===== src/rtl/seg_pkg.sv =====
// seg_pkg: shared types and constants for the 7-segment scan controller.
package seg_pkg;
    typedef enum logic {GAP, SHOW} state_t;
    localparam logic [7:0] SEG_BLANK = 8'hFF;
    localparam logic AN_OFF = 1'b1;
    localparam int DP_BIT = 0;
endpackage


===== src/rtl/seg_scan_ctrl_seghex.sv =====
// seghex: 4-bit hex to active-low a..g,dp segment decoder with blank input.
module seghex (
    input  logic [3:0] nib,
    input  logic       blank,
    output logic [7:0] seg
);
    localparam logic [7:0] LUT [16] = '{
        8'h03, 8'h9F, 8'h25, 8'h0D, 8'h99, 8'h49, 8'h41, 8'h1F,
        8'h01, 8'h09, 8'h11, 8'hC1, 8'h63, 8'h85, 8'h61, 8'h71
    };
    assign seg = blank ? 8'hFF : LUT[nib];
endmodule


===== src/rtl/seg_scan_ctrl.sv =====
// seg_scan_ctrl: multiplexed 7-segment scanner with dead-time gaps and frame-synchronous updates.
// Define SEG_LZB_EN to enable leading-zero blanking on every transfer into the active set.
module seg_scan_ctrl
    import seg_pkg::*;
#(
    parameter int DIGITS   = 8,
    parameter int SCAN_DIV = 50000,
    parameter int DEAD_CYC = 16
) (
    input  logic                  clk,
    input  logic                  rst,
    input  logic                  load,
    input  logic [4*DIGITS-1:0]   value,
    input  logic [DIGITS-1:0]     blank_mask,
    input  logic [DIGITS-1:0]     dp_mask,
    output logic [DIGITS-1:0]     an,
    output logic [7:0]            seg,
    output logic                  frame_done
);
    localparam int CW = $clog2((SCAN_DIV > DEAD_CYC ? SCAN_DIV : DEAD_CYC) + 1);
    localparam int IW = $clog2(DIGITS);

    state_t state, state_n;
    logic [IW-1:0] idx, idx_n;
    logic [CW-1:0] cnt, cnt_n;
    logic [4*DIGITS-1:0] act_val, pend_val, src_val, nval;
    logic [DIGITS-1:0] act_blank, act_dp, pend_blank, pend_dp, src_blank, src_dp, nblank, ndp, lzb;
    logic pend_valid, gap_end, show_end, boundary, xfer;
    logic [3:0] nib;
    logic [7:0] hex_seg, seg_n;
    logic [DIGITS-1:0] an_n;

    assign gap_end  = (DEAD_CYC == 0) || (cnt == CW'(DEAD_CYC - 1));
    assign show_end = cnt == CW'(SCAN_DIV - 1);
    assign boundary = (state == SHOW) && show_end && (idx == IW'(DIGITS - 1));
    assign frame_done = boundary;

    always_comb begin
        state_n = state;
        idx_n   = idx;
        cnt_n   = cnt + 1'b1;
        if (state == GAP) begin
            if (gap_end) begin
                state_n = SHOW;
                cnt_n   = '0;
            end
        end else if (show_end) begin
            state_n = (DEAD_CYC == 0) ? SHOW : GAP;
            idx_n   = (idx == IW'(DIGITS - 1)) ? '0 : idx + 1'b1;
            cnt_n   = '0;
        end
    end

    // A boundary load bypasses the pending set and lands straight in active.
    assign xfer      = boundary && (load || pend_valid);
    assign src_val   = load ? value : pend_val;
    assign src_blank = load ? blank_mask : pend_blank;
    assign src_dp    = load ? dp_mask : pend_dp;

`ifdef SEG_LZB_EN
    logic run;
    always_comb begin
        lzb = '0;
        run = 1'b1;
        for (int i = DIGITS - 1; i > 0; i--) begin
            run    = run && (src_val[4*i +: 4] == 4'h0);
            lzb[i] = run;
        end
    end
`else
    assign lzb = '0;
`endif

    assign nval   = xfer ? src_val : act_val;
    assign nblank = xfer ? (src_blank | lzb) : act_blank;
    assign ndp    = xfer ? src_dp : act_dp;
    assign nib    = nval[4*idx_n +: 4];

    seghex u_hex (
        .nib   (nib),
        .blank (nblank[idx_n]),
        .seg   (hex_seg)
    );

    // Outputs are computed from next-state values so they switch on the same edge as the state.
    always_comb begin
        an_n  = (state_n == SHOW) ? ~(DIGITS'(1) << idx_n) : {DIGITS{AN_OFF}};
        seg_n = (state_n == SHOW) ? hex_seg : SEG_BLANK;
        seg_n[DP_BIT] = seg_n[DP_BIT] & ~((state_n == SHOW) && ndp[idx_n]);
    end

    always_ff @(posedge clk) begin
        if (rst) begin
            state      <= GAP;
            idx        <= '0;
            cnt        <= '0;
            act_val    <= '0;
            act_blank  <= '1;
            act_dp     <= '0;
            pend_val   <= '0;
            pend_blank <= '0;
            pend_dp    <= '0;
            pend_valid <= 1'b0;
            an         <= {DIGITS{AN_OFF}};
            seg        <= SEG_BLANK;
        end else begin
            state     <= state_n;
            idx       <= idx_n;
            cnt       <= cnt_n;
            act_val   <= nval;
            act_blank <= nblank;
            act_dp    <= ndp;
            if (load && !boundary) begin
                pend_val   <= value;
                pend_blank <= blank_mask;
                pend_dp    <= dp_mask;
                pend_valid <= 1'b1;
            end else if (boundary) begin
                pend_valid <= 1'b0;
            end
            an  <= an_n;
            seg <= seg_n;
        end
    end
endmodule


===== config.mk =====
export PLATFORM = sky130hd
export DESIGN_NAME = seg_scan_ctrl
export DESIGN_NICKNAME = d
export VERILOG_FILES = /design/src/rtl/seg_pkg.sv /design/src/rtl/seg_scan_ctrl_seghex.sv /design/src/rtl/seg_scan_ctrl.sv
export SDC_FILE = /design/constraint.sdc
export NUM_CORES = 1
export LEC_CHECK = 0
export ABC_CLOCK_PERIOD_IN_PS = 4900
export CAP_MARGIN = 20
export CORE_MARGIN = 2
export CORE_UTILIZATION = 56
export DETAILED_ROUTE_END_ITERATION = 8
export PLACE_DENSITY = 0.81
export REMOVE_ABC_BUFFERS = 1
export SLEW_MARGIN = 20
export SYNTH_ARGS = -nofsm -noshare
export SYNTH_HDL_FRONTEND = slang
export SYNTH_SLANG_ARGS = --single-unit

===== constraint.sdc =====
create_clock -name clk -period 4.9 [get_ports clk]
set_clock_uncertainty 0.2 [all_clocks]
set_input_delay 0.98 -clock clk [delete_from_list [all_inputs] [get_ports clk]]
set_output_delay 0.98 -clock clk [all_outputs]
set_load 0.01 [all_outputs]

==> summary.log <==
INFO  run_status     outcome=finished clean
INFO  worst_hold_path timing.hold.worst_path_depth=2
INFO  timing         setup-tns-final=0ps
INFO  timing         worst_pin_slew=993ps
INFO  run            max_cap_violations=0
INFO  clocking       cts_buffer_depth=2
INFO  setup_path     cp_max_fo=18
INFO  setup_path     critical_path.cell_chain=ha_1 > ha_1 > nor2b_1 > and3_2 > mux2i_1 > o221ai_1 > o31ai_1 > a221oi_2 > inv_1 > ha_1 > inv_1 > mux4_2 > nand2b_1
INFO  finish         num-fill-cells=819
INFO  placement      post_place_cell_area=0.00685mm^2
INFO  logic_synthesis asyncSetResetFlopFracSynth=0%
INFO  worst_hold_path worst_hold_path.endpoint=pend_val[14]
INFO  floorplanning  design.core.area=0.0107mm^2
INFO  finish         final_nets=811
INFO  setup_path     timing.rr.end=seg[4]
INFO  floorplanning  die_footprint=0.0118mm^2
INFO  clocking       ctsHoldBuffers=0
INFO  global_route   grt_max_degree=67
INFO  pwr            p_leak=2.79nW
INFO  setup_path     critical_path.most_common_cell=sky130_fd_sc_hd__ha_1
INFO  clocking       cts_max_level=4
INFO  setup_path     critical_path.slowest_cell=sky130_fd_sc_hd__dfxtp_1
INFO  timing         period_needed=4450ps
INFO  timing         finalSetupViolCount=0
INFO  setup_path     path_buf_inv=2
INFO  finish         layoutNonFillerInstCount=904
INFO  setup_path     critPathCaptureType=flop
INFO  global_route   number_of_antenna_violations_at_the_first_check_in_global_routing=0
INFO  clocking       clk-insertion-delay-late=530ps
INFO  finish         diodes=0
INFO  placement      portBuffers=67
INFO  logic_synthesis synthesis.instances=699
INFO  floorplanning  die_h=109um
INFO  global_route   grt-ovfl-total=0
INFO  logic_synthesis share_of_synthesized_area_occupied_by_flip_flops_and_latches=43.5%
INFO  logic_synthesis synth_seq_cells=133
INFO  setup_path     timing.critical_path.slowest_cell_delay=720ps
INFO  floorplanning  die_w=109um
INFO  clocking       cts_root_buf=sky130_fd_sc_hd__clkbuf_8
INFO  drt            first_pass_iters=5
INFO  global_route   first_pass_grt_wire_length=24300um
INFO  clocking       cts_resized=0
INFO  finish         drive_above_1_share=12.2%
INFO  floorplanning  num_io_pins=68
INFO  finish         final_area=0.00746mm^2
INFO  timing         hold_viol_final=0
INFO  clocking       path_clk_slew=60ps
INFO  placement      globalplace.congestion=0.917
INFO  worst_hold_path hold_path.class=flop to flop
INFO  global_route   grt_pass1_vias=5152
INFO  logic_synthesis synth_edf_count=0
INFO  timing         finalWorstSetupSlack=450ps
INFO  timing         slew_viol_final=0
INFO  pwr            cellPowerDensity=347mW/mm^2
INFO  drt            avgViaCountPerCell=5.78
INFO  logic_synthesis synth_top_family_by_area=simple AND/OR/NAND/NOR gates
INFO  setup_path     start_kind=flop
INFO  floorplanning  start_util=57.0%
INFO  drt            route.vias.total=5222
INFO  placement      place.detailed.hpwl=9810um
INFO  logic_synthesis synth-warning-count=0
INFO  clocking       post_cts_buffers=0
INFO  timing         grt_setup_unrepaired=no
INFO  logic_synthesis yosysUniqueCellTypes=64
INFO  logic_synthesis dominantRegCellSynth=sky130_fd_sc_hd__dfxtp_1
INFO  logic_synthesis syn-cell-area=0.00612mm^2
INFO  placement      numPlacedInstances=872
INFO  setup_path     timing_worst_setup_path_type=flop to flop
INFO  setup_path     worstPathArrival=4670ps
INFO  finish         area_delta_synth_final=22.0%
INFO  setup_path     worstRegToRegCells=13
INFO  drt            drt-total-wl=15000um
INFO  logic_synthesis synth.largest_area_cell=sky130_fd_sc_hd__dfxtp_1
INFO  drt            drc=0
INFO  logic_synthesis post-synth-top-area-fraction=43.5%
INFO  logic_synthesis synth.area.mux_share=14.3%
INFO  clocking       cts-buffers-inserted=17
INFO  clocking       tritoncts=yes
INFO  timing         achievable-frequency=225MHz
INFO  drt            antenna_violation_net_count_after_detailed_routing=0
INFO  logic_synthesis synthSimpleGateAreaFrac=19.3%
INFO  timing         min_period_over_period=90.8%
INFO  pwr            ir_worst_vdd=0.000185V
INFO  floorplanning  floorplan.rows=38
INFO  setup_path     critical-path-top-delay-family=adder cells
INFO  placement      dp_worst_setup_slack=314ps
INFO  worst_hold_path min-delay-start=pend_val[14]
INFO  setup_path     cp_data_required_time=5120ps
INFO  logic_synthesis area_fraction_in_compound_gates_after_synthesis=15.0%
INFO  timing         fin_worst_hold_slack=254ps
INFO  drt            drt_first_iter_violations=436
INFO  clocking       clkSinkCount=133
INFO  logic_synthesis synth.top_cells.by_area=sky130_fd_sc_hd__dfxtp_1 44%, sky130_fd_sc_hd__mux2i_1 8.3%, sky130_fd_sc_hd__nand2_1 7.8%
INFO  logic_synthesis synth.avg_cell_area=8.75um^2
INFO  logic_synthesis synth-adder-area-share=1.84%
INFO  logic_synthesis post_synth_xor_area_fraction=2.15%
INFO  timing         relSlewSlack=33.8%
INFO  setup_path     worst-r2r-setup-slack=450ps
INFO  drt            wl_per_cell=16.6um
INFO  global_route   grt_use_total=26.6%
INFO  setup_path     crit-reg2reg-launch=idx[0]
-- worst max-delay path by stage --
stage | start | end | slack, ps | cells after the start
finish | idx[0] | seg[4] | 450 | 13
global route | idx[0] | seg[4] | 220 | 13
CTS | idx[0] | seg[4] | 250 | 13
detailed placement | idx[0] | seg[4] | 310 | 13
global placement | idx[0] | seg[4] | 600 | 13
floorplan | idx[0] | seg[4] | 370 | 13
-- cell families (layout without fill, tap and decap cells) --
| family | count (synthesis) | count (layout) |
|---|---|---|
| and+or+nand+nor | 266 | 266 |
| AOI/OAI and AO/OA | 143 | 143 |
| DFF | 133 | 133 |
| muxes | 82 | 82 |
| buffers and inverters | 51 | 116 |
| xor gates and xnor gates | 15 | 15 |
| adders and majority gates | 9 | 9 |
-- flip-flops by register name, summed over array words and instances (netlist names) --
| register | cells |
|---|---|
| state | 1 |
| an | 8 |
| pend_blank | 8 |
| pend_dp | 8 |
| act_blank | 8 |
| act_val | 32 |
| pend_valid | 1 |
| seg | 8 |
| idx | 3 |
| act_dp | 8 |
| pend_val | 32 |
| cnt | 16 |
-- worst reg2reg max path, stage by stage, from the launching register on --
cell                       delay, ps
sky130_fd_sc_hd__dfxtp_1         720
sky130_fd_sc_hd__ha_1            270
sky130_fd_sc_hd__ha_1            320
sky130_fd_sc_hd__nor2b_1         220
sky130_fd_sc_hd__and3_2          440
sky130_fd_sc_hd__mux2i_1         160
sky130_fd_sc_hd__o221ai_1        270
sky130_fd_sc_hd__o31ai_1         140
sky130_fd_sc_hd__a221oi_2        430
sky130_fd_sc_hd__inv_1           200
sky130_fd_sc_hd__ha_1            320
sky130_fd_sc_hd__inv_1            50
sky130_fd_sc_hd__mux4_2          430
sky130_fd_sc_hd__nand2b_1        160
-- routing by layer --
metal / routed length, um / GRT usage, %
met1: 6510 / 31.8
met2: 7230 / 44.3
met3: 871 / 7.47
met4: 396 / 12.4
met5: 0 / 0
-- cell usage after synthesis (4+ instances only) --
cell type,count
sky130_fd_sc_hd__dfxtp_1,133
sky130_fd_sc_hd__mux2i_1,51
sky130_fd_sc_hd__nor2_1,74
sky130_fd_sc_hd__and3_1,9
sky130_fd_sc_hd__buf_2,4
sky130_fd_sc_hd__a21oi_1,72
sky130_fd_sc_hd__a211oi_1,11
sky130_fd_sc_hd__mux2_2,27
sky130_fd_sc_hd__xnor2_1,7
sky130_fd_sc_hd__nand2_1,127
sky130_fd_sc_hd__clkbuf_1,31
sky130_fd_sc_hd__inv_1,7
sky130_fd_sc_hd__xor2_1,8
sky130_fd_sc_hd__o221ai_1,4
sky130_fd_sc_hd__nand2b_1,7
sky130_fd_sc_hd__and2_1,5
sky130_fd_sc_hd__a31oi_1,7
sky130_fd_sc_hd__o22a_1,4
sky130_fd_sc_hd__buf_6,4
sky130_fd_sc_hd__o21ai_0,14
sky130_fd_sc_hd__nor3_1,8
sky130_fd_sc_hd__nor4_1,7
sky130_fd_sc_hd__o22ai_1,6
sky130_fd_sc_hd__ha_1,9
sky130_fd_sc_hd__nand3_1,10
-- layout make-up --
cell class                      count  area (um^2)  area share (%)
Tap cell                          140          175            2.35
Multi-Input combinational cell    515         3230            43.3
Sequential cell                   133         2660            35.7
Clock buffer                       20          435            5.83
Clock inverter                     12          178            2.38
Timing Repair Buffer               77          756            10.1
Inverter                            7         26.3           0.352
-- placed cells by master (no fill, tap or decap), drive strengths merged, types with 7 or more instances in the layout --
cell           instances
nand2b                 7
ha                     9
nor3                  11
buf                   12
a211oi                11
nand2                128
nor2                  75
and3                   9
a31oi                  8
a21oi                 74
mux2                  30
o21ai                 18
nand3                 10
xor2                   8
and2                   7
dfxtp                133
clkbuf                20
clkdlybuf4s50         65
mux2i                 51
inv                    8
nor4                   8
xnor2                  7
-- report_power, final --
group | internal [W] | switching [W] | leakage, nW
sequential | 0.00111 | 0.0000117 | 1.08
combinational | 0.0000782 | 0.0000781 | 1.42
clock | 0.000840 | 0.000475 | 0.288
-- stage by stage --
stage / util [%] / total power (W)
floorplan: - / 0.00121
global placement: 63.5 / 0.00129
detailed placement: 63.8 / 0.00130
CTS: 69.5 / 0.00260
global route: 69.5 / 0.00267
finish: 69.5 / 0.00259
Power figures use the tool's default switching activity.
